`src/rtl/polarity_restore_rx.sv`:
```
// polarity_restore_rx: hunts a sync word on a serial line, detects line inversion
// and presents the following polarity-restored data word in parallel.
module polarity_restore_rx #(
  parameter int                SYNC_W = 8,
  parameter logic [SYNC_W-1:0] SYNC   = 8'hD5,
  parameter int                DATA_W = 8
) (
  input  logic              clk,
  input  logic              rst_n,
  input  logic              xin_i,
  input  logic              bit_en_i,
  output logic [DATA_W-1:0] yout_o,
  output logic              yvalid_o,
  output logic              inverted_o,
  output logic              locked_o
);
  localparam int HW = $clog2(SYNC_W + 1);
  localparam int DW = $clog2(DATA_W + 1);
  typedef enum logic {HUNT, DATA} state_t;
  state_t            state_q;
  logic              s1_q, s2_q;
  logic [SYNC_W-1:0] sr_q, sr_d;
  logic [HW-1:0]     hcnt_q;
  logic [DATA_W-1:0] dsr_q, dsr_d, yout_q;
  logic [DW-1:0]     dcnt_q;
  logic              yvalid_q, inv_q;
  logic              full, last;
  assign sr_d       = {sr_q[SYNC_W-2:0], s2_q};
  assign dsr_d      = {dsr_q[DATA_W-2:0], s2_q ^ inv_q};
  // only windows made entirely of bits seen since entering HUNT may match
  assign full       = hcnt_q >= HW'(SYNC_W - 1);
  assign last       = dcnt_q == DW'(DATA_W - 1);
  assign yout_o     = yout_q;
  assign yvalid_o   = yvalid_q;
  assign inverted_o = inv_q;
  assign locked_o   = state_q == DATA;
  always_ff @(posedge clk or negedge rst_n) begin
    if (!rst_n) begin
      state_q  <= HUNT;
      s1_q     <= 1'b0;
      s2_q     <= 1'b0;
      sr_q     <= '0;
      hcnt_q   <= '0;
      dsr_q    <= '0;
      dcnt_q   <= '0;
      yout_q   <= '0;
      yvalid_q <= 1'b0;
      inv_q    <= 1'b0;
    end else begin
      s1_q     <= xin_i;
      s2_q     <= s1_q;
      yvalid_q <= 1'b0;
      if (bit_en_i) begin
        if (state_q == HUNT) begin
          sr_q <= sr_d;
          if (hcnt_q != HW'(SYNC_W)) hcnt_q <= hcnt_q + HW'(1);
          if (full && (sr_d == SYNC || sr_d == ~SYNC)) begin
            inv_q   <= sr_d != SYNC;
            state_q <= DATA;
            hcnt_q  <= '0;
            dcnt_q  <= '0;
          end
        end else begin
          dsr_q  <= dsr_d;
          dcnt_q <= dcnt_q + DW'(1);
          if (last) begin
            yout_q   <= dsr_d;
            yvalid_q <= 1'b1;
            state_q  <= HUNT;
            hcnt_q   <= '0;
            dcnt_q   <= '0;
          end
        end
      end
    end
  end
endmodule

```
`config.mk`:
```
export PLATFORM = sky130hd
export DESIGN_NAME = polarity_restore_rx
export DESIGN_NICKNAME = d
export VERILOG_FILES = /design/src/rtl/polarity_restore_rx.sv
export SDC_FILE = /design/constraint.sdc
export NUM_CORES = 1
export LEC_CHECK = 0
export CAP_MARGIN = 0
export CORE_MARGIN = 2
export CORE_UTILIZATION = 30
export DETAILED_ROUTE_END_ITERATION = 16
export HOLD_SLACK_MARGIN = 0.12
export PLACE_DENSITY = 0.53
export SLEW_MARGIN = 30
export SYNTH_ARGS = -nofsm -noshare
export SYNTH_HDL_FRONTEND = slang
export SYNTH_SLANG_ARGS = --single-unit
```
`constraint.sdc`:
```
create_clock -name clk -period 1.37 [get_ports clk]
set_input_delay 0.3425 -clock clk [delete_from_list [all_inputs] [get_ports clk]]
set_output_delay 0.3425 -clock clk [all_outputs]
set_load 0.01 [all_outputs]
```
==> impl_metrics.json <==
{
  "postSynthAreaPerCell_um2": 11.5,
  "drcViolationCount": 0,
  "nNetsFinal": 200,
  "grtUsageTotal_pct": 13.1,
  "first_pass_iters": 4,
  "endpoint_kind": "register",
  "placed_cells": 249,
  "final_cells": 264,
  "synth_fp_nets": 144,
  "ant_nets": 0,
  "hold_viol": 0,
  "drive_gt1_share_pct": 38.1,
  "regArea_um2": 877,
  "multi_input_area_um2": 734,
  "grt_max_degree": 36,
  "reg2reg_depth": 5,
  "hold_end": "s2_q$_DFF_PN0_",
  "setup_slack_ps": -161,
  "overflow": 0,
  "cp_slowest_cell": "dfrtp_1",
  "startpoint": "sr_q[0]$_DFFE_PN0P_",
  "fmax_mhz": 653,
  "required_ps": 1550,
  "netlist_area_um2": 1570,
  "hp-class": "reg -> reg",
  "grt_pass1_wl_um": 6000,
  "die_h_um": 76.3,
  "area_delta_synth_final_pct": 44.9,
  "worstHoldStart": "s1_q$_DFF_PN0_",
  "hpwl_um": 2370,
  "postLayoutCoreUtil_pct": 44.8,
  "cts_root_buf": "clkbuf_8",
  "clk_path_buf_depth": 2,
  "initial_utilization_pct": 30.9,
  "clock_latency_ps": 290,
  "crit_path_start_kind": "register",
  "rrSetupSlack_ps": -160,
  "path_clk_slew_ps": 70,
  "synth_cell_types": 36,
  "status": "finished with violations",
  "place_congestion": 0.860,
  "ys_seq_area_share_pct": 55.8,
  "placed_area_um2": 2060,
  "cts_max_level": 2,
  "period_share_pct": 112,
  "yosysWarnings": 0,
  "vias_per_cell": 4.58,
  "io_pins": 15,
  "pre_cts_slack_ps": -432,
  "p_leak_nw": 1.18,
  "die_w_um": 76.3,
  "rsz0062_at_grt": "yes",
  "crit_chain": "and4bb_1 > nand4_4 > a21oi_4 > nor2_2 > a311o_1",
  "vdd_drop_max_uv": 672,
  "synthCells": 137,
  "synthTopCellsByArea": "dfrtp_1, mux2_2, nand2_1",
  "violations": "negative setup slack",
  "critPathArrivalTime_ps": 1710,
  "rr_endpoint": "hcnt_q[2]$_DFFE_PN0P_",
  "grt_pass1_vias": 1255,
  "setup_tns_ps": -1020,
  "power.density_nw_per_um2": 1520,
  "cts_sinks": 35,
  "drt-total-wl_um": 3380,
  "fillers": 512,
  "synth_top_area_share_pct": 55.8,
  "design_area_um2": 2270,
  "antenna_found_initial": 0,
  "crit_type": "reg -> reg",
  "vias": 1208,
  "fin_crit_ps": 1530,
  "portBuffers": 14,
  "critPathMaxFanout": 4,
  "fin_skew_ps": 3.36,
  "timing.critical_path.slowest_cell_delay_ps": 400,
  "finalSetupViolCount": 9,
  "tightestPinTransition_ps": 274,
  "num_antenna_cells": 0,
  "wl_per_cell_um": 12.8,
  "numCtsBuffers": 5,
  "dieArea_um2": 5830,
  "slew-limit-headroom_pct": 81.6,
  "reg2reg_from": "sr_q[0]$_DFFE_PN0P_",
  "synth_top_area_cell": "dfrtp_1",
  "std_cell_rows": 26,
  "ys_seq_elements": 35,
  "cap_violations": 0,
  "cts_tree": "built",
  "drtIter0Drc": 38,
  "maxSlewViolCount": 0,
  "hold_path_depth": 0,
  "coreArea_um2": 5070
}
-- logic make-up (layout without fill, tap and decap cells) --
kind of cell	Yosys count	in the layout	share of synthesized area (%)
buffers and inverters	7	64	2.07
adders and majority gates	3	3	2.39
AOI/OAI and AO/OA	21	21	10.2
muxes	13	13	9.32
and+or+nand+nor	57	57	19.7
DFF	35	35	55.8
xor gates and xnor gates	1	1	0.558
-- sequential cells by signal, indices dropped and copies added (netlist names) --
| name | cells |
|---|---|
| dcnt_q | 4 |
| dsr_q | 7 |
| hcnt_q | 4 |
| inverted_o | 1 |
| locked_o | 1 |
| s1_q | 1 |
| s2_q | 1 |
| sr_q | 7 |
| yout_o | 8 |
| yvalid_o | 1 |
-- synthesized netlist by cell type --
cell type / number
o21ai_0: 3
clkbuf_1: 1
a21o_1: 1
nor2_1: 6
o31ai_1: 1
inv_1: 3
or2_2: 1
a22o_1: 4
nand4_2: 1
mux2_2: 13
nor4b_2: 1
nand4b_1: 2
xnor2_1: 1
nand2_2: 1
dfrtp_1: 35
o21ai_2: 1
and4bb_2: 1
and3_1: 1
nand2_1: 30
nand2_4: 1
nand4_1: 1
nor3_4: 1
o311a_1: 1
a32o_1: 2
and4bb_1: 1
buf_2: 2
ha_1: 3
nand2b_1: 1
nand3_1: 3
buf_4: 1
nor3_1: 1
a21oi_1: 6
nor2b_1: 3
a311o_1: 1
a21oi_4: 1
nor2_2: 1
-- report_power, final --
group / internal (mW) / switching (mW) / total (mW)
clock: 0.589 / 0.379 / 0.967
sequential: 1.22 / 0.169 / 1.39
combinational: 0.625 / 0.482 / 1.11
total: 2.44 / 1.03 / 3.47
-- worst max-delay path, delay by kind of cell, from the launching register on --
kind,cells,cell delay [ps]
flops,1,400
compound gates,2,510
simple gates,3,500
-- final cells by class --
| cell class | instances | share of cell area [%] |
|---|---|---|
| Clock buffer | 6 | 3.63 |
| Clock inverter | 2 | 1.54 |
| Inverter | 3 | 0.495 |
| Multi-Input combinational cell | 95 | 32.3 |
| Sequential cell | 35 | 38.6 |
| Tap cell | 70 | 3.85 |
| Timing Repair Buffer | 53 | 19.6 |
-- through the flow --
step	hold WS (ps)	total power, mW
final	355	3.47
after global routing	366	3.70
after CTS	363	3.44
after detailed placement	351	2.42
after global placement	340	2.36
after floorplan	46.9	1.90
-- layout by cell type, fill, tap and decap left out, types with 2 or more instances in the layout --
cell              n
a21oi_1           6
a22o_1            4
a32o_1            2
buf_12            2
buf_4            36
clkbuf_8          6
clkdlybuf4s50_1   2
dfrtp_1          34
dlygate4sd2_1    12
ha_1              2
inv_1             3
mux2_2            6
mux2_4            7
nand2_1          29
nand2_4           2
nand3_1           3
nand4b_1          2
nor2_1            6
nor2b_1           2
o21ai_0           3
-- timing repair --
action,4_1_cts,5_1_grt
hold buffers,0,0
setup buffers,3,3
gates resized for setup,21,3
gates cloned,0,1
pin swaps,5,5
endpoints found under the setup margin,27,19
-- per-layer routing --
layer	global-route usage (%)	wire [µm]	share of wire, %
met3	4.27	148	4.4
met1	16.0	1540	45
met2	20.8	1630	48
met5	0	0	0
met4	6.36	66	2.0
-- how the worst max path moves through the flow --
stage / endpoint / cells after the start
after CTS: dcnt_q[2]$_DFFE_PN0P_ / 5
after detailed placement: hcnt_q[2]$_DFFE_PN0P_ / 5
after global routing: hcnt_q[2]$_DFFE_PN0P_ / 5
after floorplan: yout_o[2]$_DFFE_PN0P_ / 4
final: hcnt_q[2]$_DFFE_PN0P_ / 5
after global placement: hcnt_q[2]$_DFFE_PN0P_ / 5
Note: power is estimated with default switching activity, not from simulation.
